### config.mk
export PLATFORM = sky130hd
export DESIGN_NAME = vc_timer
export DESIGN_NICKNAME = d
export VERILOG_FILES = /design/src/rtl/vc_timer_pkg.sv /design/src/rtl/sync_edge.sv /design/src/rtl/vc_timer.sv
export SDC_FILE = /design/constraint.sdc
export NUM_CORES = 1
export LEC_CHECK = 0
export CELL_PAD_IN_SITES_DETAIL_PLACEMENT = 0
export CELL_PAD_IN_SITES_GLOBAL_PLACEMENT = 1
export CORE_MARGIN = 2
export CORE_UTILIZATION = 45
export DETAILED_ROUTE_END_ITERATION = 6
export GPL_TIMING_DRIVEN = 1
export PLACE_DENSITY = 0.84
export REMOVE_ABC_BUFFERS = 1
export SETUP_SLACK_MARGIN = 0.3
export SLEW_MARGIN = 20
export SYNTH_ARGS = -nofsm -noshare
export SYNTH_HDL_FRONTEND = slang
export SYNTH_HIERARCHICAL = 1
export SYNTH_SLANG_ARGS = --single-unit
### constraint.sdc
create_clock -name clk -period 2.7 [get_ports clk]
set_clock_uncertainty 0.2 [all_clocks]
set_input_delay 0.54 -clock clk [delete_from_list [all_inputs] [get_ports clk]]
set_output_delay 0.54 -clock clk [all_outputs]
set_load 0.01 [all_outputs]
### src/rtl/vc_timer_pkg.sv
// Shared register map and field positions for the vc_timer I/O peripheral.
// Also used by software-facing collateral, so keep indices in sync with the driver.
package vc_timer_pkg;

    localparam logic [2:0] REG_CTRL    = 3'd0;
    localparam logic [2:0] REG_COUNT   = 3'd1;
    localparam logic [2:0] REG_COMPARE = 3'd2;
    localparam logic [2:0] REG_STATUS  = 3'd3;
    localparam logic [2:0] REG_CAPTURE = 3'd4;

    localparam int CTRL_EN            = 0;
    localparam int CTRL_PERIODIC      = 1;
    localparam int CTRL_IE_MATCH      = 2;
    localparam int CTRL_IE_OVF        = 3;
    localparam int CTRL_IE_CAP        = 4;
    localparam int CTRL_CAP_FALL      = 5;
    localparam int CTRL_PRESCALE_LSB  = 8;

    localparam int ST_MATCH = 0;
    localparam int ST_OVF   = 1;
    localparam int ST_CAP   = 2;

    localparam logic [15:0] COMPARE_RESET = 16'hFFFF;

endpackage

### src/rtl/sync_edge.sv
// Two-flop synchroniser for an asynchronous pin followed by a one-flop edge
// detector; fall_sel picks which transition produces the single-cycle pulse.
module sync_edge (
    input  logic clk,
    input  logic rst_n,
    input  logic din,
    input  logic fall_sel,
    output logic pulse
);

    logic [2:0] sr;

    always_ff @(posedge clk or negedge rst_n) begin
        if (!rst_n) begin
            sr <= 3'b000;
        end else begin
            sr <= {sr[1:0], din};
        end
    end

    // sr[1] is the synchronised pin, sr[2] its previous value
    assign pulse = fall_sel ? (sr[2] & ~sr[1]) : (sr[1] & ~sr[2]);

endmodule

### src/rtl/vc_timer.sv
// Programmable timer/counter for I/O slot 3: prescaled up-counter with compare
// match (periodic or one-shot), overflow flag and external input capture.
module vc_timer
    import vc_timer_pkg::*;
#(
    parameter int WIDTH = 16,
    parameter int PBITS = 8
) (
    input  logic             clk,
    input  logic             reset,
    input  logic [3:0]       io_addr,
    input  logic             io_write,
    input  logic             io_read,
    input  logic [WIDTH-1:0] io_wdata,
    output logic [WIDTH-1:0] io_rdata,
    input  logic             capture_in,
    output logic             interrupt
);

    logic [2:0]       reg_sel;
    logic             wr_ctrl;
    logic             wr_count;
    logic             wr_compare;
    logic             wr_status;

    logic             en;
    logic             periodic;
    logic             cap_fall;
    logic [2:0]       ie;
    logic [PBITS-1:0] prescale;
    logic [PBITS-1:0] pcnt;

    logic [WIDTH-1:0] count;
    logic [WIDTH-1:0] compare;
    logic [WIDTH-1:0] capture;
    logic [2:0]       status;

    logic             tick;
    logic             hit_match;
    logic             hit_ovf;
    logic             cap_evt;
    logic [2:0]       st_set;
    logic [2:0]       st_clr;
    logic             en_rise;
    logic             unused_inputs;

    assign reg_sel    = io_addr[2:0];
    assign wr_ctrl    = io_write && (reg_sel == REG_CTRL);
    assign wr_count   = io_write && (reg_sel == REG_COUNT);
    assign wr_compare = io_write && (reg_sel == REG_COMPARE);
    assign wr_status  = io_write && (reg_sel == REG_STATUS);

    // Reads have no side effects and only addr[2:0] is decoded
    assign unused_inputs = ^{io_read, io_addr[3]};

    assign tick      = en && (pcnt == prescale);
    assign hit_match = tick && (count == compare);
    assign hit_ovf   = tick && !hit_match && (count == '1);
    assign en_rise   = wr_ctrl && io_wdata[CTRL_EN] && !en;

    assign st_set = {cap_evt, hit_ovf, hit_match};
    assign st_clr = wr_status ? io_wdata[2:0] : 3'b000;

    sync_edge u_cap_sync (
        .clk      (clk),
        .rst_n    (reset),
        .din      (capture_in),
        .fall_sel (cap_fall),
        .pulse    (cap_evt)
    );

    // A CTRL write overrides the one-shot auto-disable landing on the same edge
    always_ff @(posedge clk or negedge reset) begin
        if (!reset) begin
            en       <= 1'b0;
            periodic <= 1'b0;
            ie       <= 3'b000;
            cap_fall <= 1'b0;
            prescale <= '0;
        end else if (wr_ctrl) begin
            en       <= io_wdata[CTRL_EN];
            periodic <= io_wdata[CTRL_PERIODIC];
            ie       <= io_wdata[CTRL_IE_CAP:CTRL_IE_MATCH];
            cap_fall <= io_wdata[CTRL_CAP_FALL];
            prescale <= io_wdata[CTRL_PRESCALE_LSB +: PBITS];
        end else if (hit_match && !periodic) begin
            en <= 1'b0;
        end
    end

    always_ff @(posedge clk or negedge reset) begin
        if (!reset) begin
            pcnt <= '0;
        end else if (en_rise || tick) begin
            pcnt <= '0;
        end else if (en) begin
            pcnt <= pcnt + 1'b1;
        end
    end

    always_ff @(posedge clk or negedge reset) begin
        if (!reset) begin
            count <= '0;
        end else if (wr_count) begin
            count <= io_wdata;
        end else if (tick) begin
            if (hit_match || hit_ovf) begin
                count <= '0;
            end else begin
                count <= count + 1'b1;
            end
        end
    end

    always_ff @(posedge clk or negedge reset) begin
        if (!reset) begin
            compare <= WIDTH'(COMPARE_RESET);
        end else if (wr_compare) begin
            compare <= io_wdata;
        end
    end

    // Hardware set dominates a same-cycle write-1-to-clear
    always_ff @(posedge clk or negedge reset) begin
        if (!reset) begin
            status    <= 3'b000;
            capture   <= '0;
            interrupt <= 1'b0;
        end else begin
            status    <= (status & ~st_clr) | st_set;
            interrupt <= |(status & ie);
            if (cap_evt) begin
                capture <= count;
            end
        end
    end

    always_comb begin
        io_rdata = '0;
        case (reg_sel)
            REG_CTRL: begin
                io_rdata[CTRL_EN]                     = en;
                io_rdata[CTRL_PERIODIC]               = periodic;
                io_rdata[CTRL_IE_CAP:CTRL_IE_MATCH]   = ie;
                io_rdata[CTRL_CAP_FALL]               = cap_fall;
                io_rdata[CTRL_PRESCALE_LSB +: PBITS]  = prescale;
            end
            REG_COUNT:   io_rdata = count;
            REG_COMPARE: io_rdata = compare;
            REG_STATUS:  io_rdata[2:0] = status;
            REG_CAPTURE: io_rdata = capture;
            default:     io_rdata = '0;
        endcase
    end

endmodule

# After elaboration in Yosys (flattened, before gate mapping)
# Index checks and enable logic that the tools add are counted.
[classes]
mux = 13
reduce_logical = 21
bitwise = 8
addsub = 2
eq_ne = 7
[op_table]
columns = ["cell", "n"]
rows = [
  ["16-bit two-way mux", 3],
  ["8-bit case mux with 4 select lines", 1],
  ["16-bit by 1-bit adder with 16-bit output (second input constant)", 1],
  ["16-bit equality test", 1],
  ["16-bit equality test (second input constant)", 1],
  ["8-bit two-way mux", 2],
  ["3-bit case mux with 5 select lines", 1],
  ["3-bit case mux with 4 select lines", 1],
  ["1-bit logical AND", 11],
  ["8-bit by 1-bit adder with 8-bit output (second input constant)", 1],
  ["8-bit equality test", 1],
  ["3-bit AND", 2],
  ["3-bit by 2-bit equality test with 1-bit output (second input constant)", 2],
  ["2-bit case mux with 3 select lines", 1],
  ["2-bit nonzero test", 3],
  ["3-bit by 1-bit equality test with 1-bit output (second input constant)", 1],
  ["3-bit equality test (second input constant)", 1],
  ["1-bit zero test", 3],
  ["3-bit zero test", 1],
  ["1-bit two-way mux", 3],
  ["3-bit two-way mux", 1],
  ["3-bit NOT", 1],
  ["3-bit bitwise OR", 1],
  ["3-bit OR reduction", 1],
  ["other kinds (3)", 6],
]
[word_totals]
out_inout_bits = 17
reg_bits = 77
inputBits = 25
wordCells = 63

# Depth between registers and ports, before layout
# Gate-level depths: netlist of the first run.
[logic_depth]
depth_word = 10
ltp_mapped = 8
mapped_depth_nobuf = 7

# By module
# The synthesis of the first run kept the hierarchy.
[by_module_without_submodules]
columns = ["mod", "cells_each", "area_per_inst_um2", "instances", "seq_area_each_um2"]
rows = [
  ["vc_timer", 407, 4130.2, 1, 1871.8],
  ["sync_edge", 6, 97.6, 1, 75.1],
]

# Worst setup path after synthesis of the first run
# OpenSTA, ideal clock, no wires.
[synth_timing]
kind = "input -> output"
from = "input io_addr[2]"
to = "output io_rdata[6]"
path_stages = 5
path_buffers = 2
arrival_time_ps = 1707
setup_slack_ps = 253
required_ps = 1960
path_cell_list = "buf_2 clkbuf_1 nor2b_1 a22oi_1 o21ai_0"
[synth_via]
elab_chain_len = 2
elab_cells_between_ends = 4
cone_classes = "eq/ne (3); mux (1)"
[synth_lines]
columns = ["item", "line_no", "rtl"]
rows = [
  ["start: declaration", "vc_timer.sv:11", "input logic [3:0] io_addr,"],
  ["3-bit equality test, or another cell as far along", "vc_timer.sv:140", "case (reg_sel)"],
  ["2-bit case mux with 3 select lines (*)", "vc_timer.sv:140", ""],
  ["end: declaration", "vc_timer.sv:15", "output logic [WIDTH-1:0] io_rdata,"],
]
# Every way passes the cells marked *; elsewhere a longest branch is shown, timed or not.

# Worst setup path after layout of the first run
[layout_timing]
from = "register status[1]"
to = "output io_rdata[1]"
[layout_via]
elab_chain_len = 1
[layout_lines]
columns = ["item", "line_no", "rtl"]
rows = [
  ["start: declaration", "vc_timer.sv:36", "logic [2:0] status;"],
  ["start signal: assignment", "vc_timer.sv:130", "status <= (status & ~st_clr) | st_set;"],
  ["3-bit case mux with 5 select lines", "vc_timer.sv:140", ""],
]
# No other way between the ends.

==> impl_metrics.tcl, run 1 <==
set metrics [dict create \
    status "finished, final reports clean" \
    cp_max_fo 3 \
    grt.busiest_layer "met2" \
    worst_slew_pin_slew_ns 0.602 \
    worst_skew_pair.late_latency_ns 0.35 \
    slew_violations 0 \
    fp.dieW_um 101 \
    peakVddDrop_uv 401 \
    hpwl_mm 7.86 \
    nets 508 \
    gr-usage-all-layers_pct 23.4 \
    grt_pass1_vias 3481 \
    clockBufferDepth 2 \
    startpoint_type "flop" \
    grtUsageMet1_pct 31.2 \
    grt_max_degree 49 \
    die-area_um2 10200 \
    internal-power_mw 2.82 \
    cap_violations 0 \
    grt_pass1_wl_mm 18.2 \
    cts_tree "done" \
    diodes 0 \
    clkPwrFrac_pct 26.0 \
    synth_edf_count 0 \
    pre_cts_slack_ns -0.366 \
    core_area_um2 9200 \
    postRouteAntennaNets 0 \
    p_comb_share_pct 28.2 \
    holdCritPathClass "reg -> reg" \
    worst-path-buf-inv 2 \
    cp_slowest_cell "mux4_2" \
    fin_ws_ns 0.309 \
    synth_async_sr_flop_share_pct 100 \
    drtPass1Iterations 5 \
    crit_chain "mux4_2 > inv_1 > o32ai_1 > dlygate4sd2_1" \
    place_congestion 0.830 \
    period_minus_slack_ns 2.39 \
    p_sw_share_pct 32.6 \
    cts.sinks 77 \
    die_y_um 101 \
    fin_area_um2 5270 \
    stdcell_count 597 \
    rsz0062_at_grt "true" \
    initial_core_util_pct 46.0 \
    hold_viol 0 \
    cp.required_ns 1.96 \
    yosysTopAreaCell "dfrtp_1" \
    ys.warnings.count 6 \
    synth_top_area_share_pct 36.1 \
    clkTransAtPathRegs_ns 0.08 \
    grt_antenna_before_repair 0 \
    synth_common_cells "dfrtp_1, mux2_2, nand2_1" \
    avgSynthCellArea_um2 10.2 \
    critPathTopFamily "multiplexers" \
    maxSlewHeadroom_pct 59.7 \
    synth_area_leaders "dfrtp_1, mux2_2, dfstp_2" \
    wire_per_inst_um 18.8 \
    slowest_delay_ns 0.48 \
    setup_viol 0 \
    num_io_pins 42 \
    gr-total-overflow 0 \
    max_freq_mhz 418 \
    grt_use_met3_pct 4.65 \
    ctsRootBufferMaster "clkbuf_8" \
    placed_area_um2 4880 \
    vias 3470 \
    synth_flop_cell "dfrtp_1" \
    syn_inst 413 \
    h-tree-depth 3 \
    cts_made_buffers 9 \
    synth_cell_types 50 \
    rows 35 \
    dpl.cell_count 567 \
    synth_seq_cells 77 \
    power_leakage_nw 2.30 \
    drc 0 \
    wirelength_mm 11.2 \
    cp.arrival_ns 1.65 \
    power.density_nw_per_um2 795 \
    ys_seq_area_share_pct 46.0 \
    power_frac_seq_pct 45.7 \
    grt_util_met2_pct 37.3 \
    netlist_area_um2 4230 \
    critPathKind "reg -> out" \
    io_buffers 39 \
    period_share_pct 88.6 \
    endpoint_kind "output port" \
    power.switching_mw 1.36 \
    via_per_inst 5.81 \
    drtIter0Drc 196 \
    layout-drive-gt1-share_pct 33.1 \
    synth.most_common_cell "dfrtp_1" \
    area.growth.synth_to_final_pct 24.5 \
]
power by group through the flow:
stage	clock (mW)	combinational, mW	sequential [mW]
after CTS	1.10	1.18	1.90
after detailed placement	0	1.15	1.93
final	1.09	1.18	1.91
after global routing	1.15	1.30	1.97
after floorplan	0	0.757	1.83
after global placement	0	1.11	1.90
logic make-up after synthesis:
family                     count (synthesis)  share of synthesized area, %
and+or+nand+nor                          136                          16.4
AOI/OAI and AO/OA                         73                          10.9
DFF                                       77                          46.0
adders and majority gates                  2                         0.592
xor gates and xnor gates                  31                          6.42
muxes                                     61                          16.1
buffers and inverters                     33                          3.58
layer usage:
layer,wire [µm],vias up
li1,-,1595
met1,4950,1735
met3,590,28
met2,5400,112
met5,0,-
met4,293,0
cell usage in the layout, fill, tap and decap left out, types with 6 or more instances in the layout:
cell type	synthesis	layout
clkbuf_8	0	11
inv_1	8	8
o21ai_1	6	7
o21ai_0	21	19
buf_2	10	11
dfstp_2	16	16
xor2_1	23	23
xnor2_1	8	8
clkdlybuf4s50_1	0	19
and3_1	6	6
nand2_1	44	44
a21oi_1	17	17
dfrtp_1	61	59
buf_4	0	31
nand4_1	8	8
mux2i_1	15	15
nor2_1	36	34
buf_6	2	7
mux2_2	45	45
nand3_1	13	12
per-stage QoR:
stage / hold slack (ns) / util (%) / TNS (ns) / power [mW]
after floorplan: 0.0444 / - / 0 / 2.58
after global placement: 0.136 / 53.0 / -5.28 / 3.01
after detailed placement: 0.137 / 53.0 / -5.34 / 3.08
after CTS: 0.167 / 56.9 / 0 / 4.18
after global routing: 0.174 / 57.3 / 0 / 4.42
final: 0.164 / 57.3 / 0 / 4.18
sequential cells by signal, indices dropped and copies added, names as in the netlist, 3 cells and up:
name           flops
capture           16
compare           16
count             16
pcnt               8
prescale           8
ie                 3
status             3
u_cap_sync/sr      3
worst paths after layout:
| check | from | endpoint | slack [ns] | cells after the start |
|---|---|---|---|---|
| max | status[1]$_DFF_PN0_ | io_rdata[1] | 0.31 | 4 |
| min | u_cap_sync/sr[0]$_DFF_PN0_ | u_cap_sync/sr[1]$_DFF_PN0_ | 0.16 | 0 |
| max reg2reg | compare[3]$_DFFE_PN1P_ | count[5]$_DFFE_PN0P_ | 0.39 | 7 |
| min reg2reg | u_cap_sync/sr[0]$_DFF_PN0_ | u_cap_sync/sr[1]$_DFF_PN0_ | 0.16 | 0 |
| max in group asynchronous | reset | compare[10]$_DFFE_PN1P_ | 1.17 | 3 |
| min in group asynchronous | reset | interrupt$_DFF_PN0_ | 0.47 | 2 |
layout make-up:
class	count	area, µm²
Clock buffer	12	155
Sequential cell	77	1950
Tap cell	111	139
Inverter	9	33.8
Clock inverter	4	95.1
Timing Repair Buffer	81	706
Multi-Input combinational cell	303	2190
Fill cell	812	3930
what timing repair did:
item | 4_1_cts | 5_1_grt
hold buffers | 1 | 0
endpoints found under the setup margin | 22 | 28
hold endpoints to repair | 22 | 0
pin swaps | 2 | 5
buffers inserted | 9 | 3
cloned | 1 | 0
gates resized for setup | 74 | 14
No activity file was read; power rests on OpenSTA's default activity.
==> run 2: changes to the inputs <==
--- a/config.mk
+++ b/config.mk
@@ -8,10 +8,9 @@
 export CELL_PAD_IN_SITES_DETAIL_PLACEMENT = 0
 export CELL_PAD_IN_SITES_GLOBAL_PLACEMENT = 1
 export CORE_MARGIN = 2
-export CORE_UTILIZATION = 45
+export CORE_UTILIZATION = 48
 export DETAILED_ROUTE_END_ITERATION = 6
-export GPL_TIMING_DRIVEN = 1
-export PLACE_DENSITY = 0.84
+export PLACE_DENSITY = 0.88
 export REMOVE_ABC_BUFFERS = 1
 export SETUP_SLACK_MARGIN = 0.3
 export SLEW_MARGIN = 20
==> constraint.sdc (replaced) <==
create_clock -name clk -period 3.1 [get_ports clk]
set_clock_uncertainty 0.2 [all_clocks]
set_input_delay 0.62 -clock clk [delete_from_list [all_inputs] [get_ports clk]]
set_output_delay 0.62 -clock clk [all_outputs]
set_load 0.01 [all_outputs]
==> run 2 against run 1 <==
Non-clock buffer count shrank 23. Critical path depth increased by 2. Cell count decreased by 4.4%. Wire length fell by 5.8%. Worst setup slack improved by 0.11 ns. Largest cell class unchanged. Combinational power shrank 22%. Total power fell by 21%. Global-route usage fell by 0.40 points. Sequential power fell by 12%. Core utilization is 0.37 points higher. First-iteration DRC count fell by 22%.
==> impl_metrics.tcl, run 2 (synthesized netlist as in run 1, its figures left out) <==
set metrics [dict create \
    hold_viol 0 \
    hpwl_mm 7.16 \
    r2r_cells 7 \
    num_io_pins 42 \
    power_leakage_nw 2.16 \
    critical_path_depth 6 \
    cp_max_fo 9 \
    ctsRootBufferMaster "clkbuf_8" \
    die_y_um 97.9 \
    startpoint_type "input pin" \
    crit_chain "clkdlybuf4s15_2 > nor2b_1 > buf_4 > a21oi_1 > o21ai_0 > dlygate4sd2_1" \
    clockBufferDepth 2 \
    initial_core_util_pct 49.0 \
    rsz0062_at_grt "false" \
    cp_slowest_cell "dlygate4sd2_1" \
    crit_start "io_addr[1]" \
    max_freq_mhz 372 \
    gr-usage-all-layers_pct 22.9 \
    slowest_delay_ns 0.30 \
    via_per_inst 5.69 \
    setup_tns_ns 0 \
    rows 34 \
    grt_max_degree 78 \
    endpoint_kind "output port" \
    cp.required_ns 2.28 \
    io_buffers 39 \
    dpl.cell_count 554 \
    period_minus_slack_ns 2.68 \
    regToRegEndpoint "count[5]$_DFFE_PN0P_" \
    whs_ns 0.156 \
    place_congestion 0.844 \
    clkTransAtPathRegs_ns 0.07 \
    h-tree-depth 3 \
    fp.dieW_um 97.9 \
    nets 485 \
    critPathKind "in -> out" \
    mostFrequentLayoutCells "dfrtp_1, mux2_2, nand2_1" \
    core_area_um2 8640 \
    die-area_um2 9570 \
    wire_per_inst_um 18.5 \
    vias 3249 \
    grt_antenna_before_repair 0 \
    slew_violations 0 \
    critical_path.endpoint "io_rdata[10]" \
    cts_made_buffers 9 \
    cp.arrival_ns 1.86 \
    layout_commonest_cell "dfrtp_1" \
    layout-drive-gt1-share_pct 24.6 \
    grt_pass1_vias 3326 \
    worst_slew_pin_slew_ns 0.978 \
    ff2ff_setup_slack_ns 0.56 \
    r2r-start "count[3]$_DFFE_PN0P_" \
    status "finished, final reports clean" \
    worst-path-buf-inv 3 \
    holdCritPathClass "reg -> reg" \
    postRouteAntennaNets 0 \
    maxSlewHeadroom_pct 34.8 \
    critPathTopFamily "buffers and inverters" \
    grt_pass1_wl_mm 17.3 \
    gr-total-overflow 0 \
    cap_violations 0 \
    peakVddDrop_uv 297 \
    cts.sinks 77 \
    wirelength_mm 10.6 \
    stdcell_count 571 \
    diodes 0 \
    post_cts.repair.setup_buffers 0 \
    setup_viol 0 \
    drtIter0Drc 153 \
    cts_hold_buf 0 \
    reg_top3 "capture: 16 flops, compare: 16 flops, count: 16 flops" \
    drc 0 \
    period_share_pct 86.6 \
    power.density_nw_per_um2 662 \
    worst_skew_pair.late_latency_ns 0.36 \
    cts_tree "done" \
    drtPass1Iterations 4 \
    area.growth.synth_to_final_pct 17.7 \
    p_total_mw 3.30 \
]
run 2: cell count changes in the layout (fill, tap and decap cells not counted), sizes merged:
cell         previous run  this run
buf                    53        19
dlygate4sd2             3        16
bufinv                  3         0
clkbuf                 15        16
clkinv                  1         2
dlygate4sd3             1         0
run 2: how the worst min path moves through the flow:
stage / startpoint / endpoint / slack [ns] / cells after the start
detailed placement: u_cap_sync/sr[0]$_DFF_PN0_ / u_cap_sync/sr[1]$_DFF_PN0_ / 0.14 / 0
global route: u_cap_sync/sr[0]$_DFF_PN0_ / u_cap_sync/sr[1]$_DFF_PN0_ / 0.17 / 0
CTS: u_cap_sync/sr[0]$_DFF_PN0_ / u_cap_sync/sr[1]$_DFF_PN0_ / 0.16 / 0
finish: u_cap_sync/sr[0]$_DFF_PN0_ / u_cap_sync/sr[1]$_DFF_PN0_ / 0.16 / 0
global placement: u_cap_sync/sr[0]$_DFF_PN0_ / u_cap_sync/sr[1]$_DFF_PN0_ / 0.14 / 0
floorplan: reset / cap_fall$_DFFE_PN0N_ / 0.12 / 0
run 2: cell type report:
type,instances,area (µm²)
Fill cell,779,3660
Inverter,9,33.8
Multi-Input combinational cell,303,2150
Timing Repair Buffer,58,538
Clock buffer,14,163
Tap cell,108,135
Clock inverter,2,10.0
Sequential cell,77,1950
run 2: per-layer routing:
layer,track usage [%],wire length (µm)
met1,32.8,5080
met3,3.79,373
met2,36.0,4980
met5,0,0
met4,7.16,153
run 2: stage by stage:
step                      instance area [µm²]  setup slack [ns]  util [%]
after global placement                   4790            -0.336      55.4
after global routing                     4980             0.320      57.6
final                                    4980             0.415      57.6
after floorplan                          4110             0.467         -
after CTS                                4960             0.381      57.4
after detailed placement                 4790            -0.320      55.4
run 2: what timing repair did:
action,in CTS,in global routing
gates cloned,0,1
gates resized for setup,27,1
endpoints found under the setup margin,16,4
run 2: power by group:
group | internal (mW) | total (mW) | switching (mW)
sequential | 1.33 | 1.69 | 0.355
clock | 0.333 | 0.685 | 0.352
combinational | 0.495 | 0.921 | 0.426
total | 2.16 | 3.30 | 1.13
==> run 3: changes to the inputs <==
--- a/config.mk
+++ b/config.mk
@@ -7,7 +7,7 @@
 export LEC_CHECK = 0
 export CELL_PAD_IN_SITES_DETAIL_PLACEMENT = 0
 export CELL_PAD_IN_SITES_GLOBAL_PLACEMENT = 1
-export CORE_MARGIN = 2
+export CORE_MARGIN = 3
 export CORE_UTILIZATION = 48
 export DETAILED_ROUTE_END_ITERATION = 6
 export PLACE_DENSITY = 0.88
==> run 3 against run 2 <==
Critical path depth grew 2. Via count grew 1.3%. Cell count grew 0.53%. Total power grew 4.8%. Register-to-register slack lost 0.04 ns. Core utilization grew 2.6 points. Die area grew 4.1%. Wire length shrank 0.93%. Final area grew 1.5%. Sequential share of layout area shrank 0.57 points. Clock power grew 23%. First-iteration DRC count grew 7.2%. Largest cell class unchanged. Highest routed layer unchanged.
==> impl_metrics.tcl, run 3 (synthesized netlist as in run 1, its figures left out) <==
set metrics [dict create \
    layout_commonest_cell "dfrtp_1" \
    fp.dieW_um 99.9 \
    nets 491 \
    die-area_um2 9970 \
    wire_per_inst_um 18.3 \
    layout-drive-gt1-share_pct 26.2 \
    drtPass1Iterations 5 \
    grt_antenna_before_repair 0 \
    diodes 0 \
    hpwl_mm 7.47 \
    vias 3292 \
    clockBufferDepth 2 \
    endpoint_kind "output port" \
    power_leakage_nw 2.19 \
    startpoint_type "input pin" \
    grt_pass1_wl_mm 17.3 \
    ctsRootBufferMaster "clkbuf_8" \
    rsz0062_at_grt "false" \
    whs_ns 0.159 \
    cp.arrival_ns 1.93 \
    status "finished, final reports clean" \
    grt_pass1_vias 3271 \
    reg_top3 "capture: 16 flops, compare: 16 flops, count: 16 flops" \
    period_share_pct 88.6 \
    cp.required_ns 2.28 \
    mostFrequentLayoutCells "dfrtp_1, mux2_2, nand2_1" \
    rows 33 \
    fillers 724 \
    setup_viol 0 \
    core_area_um2 8380 \
    period_minus_slack_ns 2.75 \
    gr-total-overflow 0 \
    critPathKind "in -> out" \
    grt_max_degree 78 \
    power.density_nw_per_um2 684 \
    cts.sinks 77 \
    clkTransAtPathRegs_ns 0.08 \
    initial_core_util_pct 50.4 \
    die_y_um 99.9 \
    postRouteAntennaNets 0 \
    slew_violations 0 \
    peakVddDrop_uv 361 \
    area.growth.synth_to_final_pct 19.4 \
    cts_hold_buf 0 \
    drtIter0Drc 164 \
    fin_area_um2 5050 \
    gr-usage-all-layers_pct 22.2 \
    hold_viol 0 \
    seq_area_um2 1950 \
    multi_input_area_um2 2150 \
    setup_tns_ns 0 \
    h-tree-depth 3 \
    drc 0 \
    cts_made_buffers 9 \
    worst_slew_pin_slew_ns 0.979 \
    holdCritPathClass "reg -> reg" \
    cts_tree "done" \
    placed_area_um2 4820 \
    fin_util_pct 60.2 \
    num_io_pins 42 \
    place_congestion 0.886 \
    cp_max_fo 7 \
    p_total_mw 3.45 \
    wirelength_mm 10.5 \
    io_buffers 39 \
    cap_violations 0 \
    maxSlewHeadroom_pct 34.7 \
    worst_skew_pair.late_latency_ns 0.35 \
    max_freq_mhz 364 \
    via_per_inst 5.74 \
]
-- run 3: changes by cell type in the layout (fill, tap and decap cells not counted), moves of 2 or more --
cell and delta:
o21ai_1 +2, dlygate4sd2_1 -2, buf_4 +5, clkbuf_2 +2
o21ai_0 -2, bufinv_16 +2
-- run 3: critical path, cell delays in order --
cell           delay [ns]
dlygate4sd2_1        0.27
nand2b_4             0.16
nor2_2               0.13
buf_4                0.13
buf_4                0.16
nand2_1              0.06
o21ai_0              0.09
dlygate4sd2_1        0.29
-- run 3: metrics by stage --
stage | setup slack, ns | cells
final | 0.354 | 574
after detailed placement | -0.135 | 555
after CTS | 0.306 | 574
after global routing | 0.307 | 574
after global placement | -0.127 | 555
after floorplan | 0.467 | 389
-- run 3: repair_timing --
action / CTS / global route
endpoints found under the setup margin: 16 / 10
gates resized for setup: 26 / 9
setup buffers: 3 / 0
pin swaps: 1 / 0
-- run 3: final cells by class --
cell class / instances / share of cell area (%)
multi-input combinational: 303 / 42.5
inverter: 9 / 0.669
clock inverter: 4 / 1.44
timing repair buffer: 64 / 11.3
clock buffer: 12 / 2.87
tap: 105 / 2.60
sequential: 77 / 38.6
-- run 3: worst paths after layout --
| path | startpoint | endpoint | slack (ns) | cells after the start |
|---|---|---|---|---|
| min reg2reg | u_cap_sync/sr[0]$_DFF_PN0_ | u_cap_sync/sr[1]$_DFF_PN0_ | 0.16 | 0 |
| max reg2reg | pcnt[0]$_DFFE_PN0P_ | count[12]$_DFFE_PN0P_ | 0.52 | 7 |
| max | io_addr[1] | io_rdata[8] | 0.35 | 8 |
| min | u_cap_sync/sr[0]$_DFF_PN0_ | u_cap_sync/sr[1]$_DFF_PN0_ | 0.16 | 0 |
| min in group asynchronous | reset | capture[2]$_DFFE_PN0P_ | 0.20 | 1 |
| max in group asynchronous | reset | count[4]$_DFFE_PN0P_ | 1.84 | 1 |
-- run 3: layer usage --
layer	GRT usage (%)	vias up	routed length (µm)	share of wire (%)
met2	34.1	95	4860	46
met5	0	-	0	0
li1	-	1565	-	-
met3	2.99	11	504	4.8
met4	7.56	0	134	1.3
met1	32.5	1621	4990	48
-- run 3: report_power, final --
group	leakage [nW]	switching [mW]	internal [mW]
combinational	1.17	0.429	0.499
clock	0.107	0.367	0.475
sequential	0.912	0.350	1.33
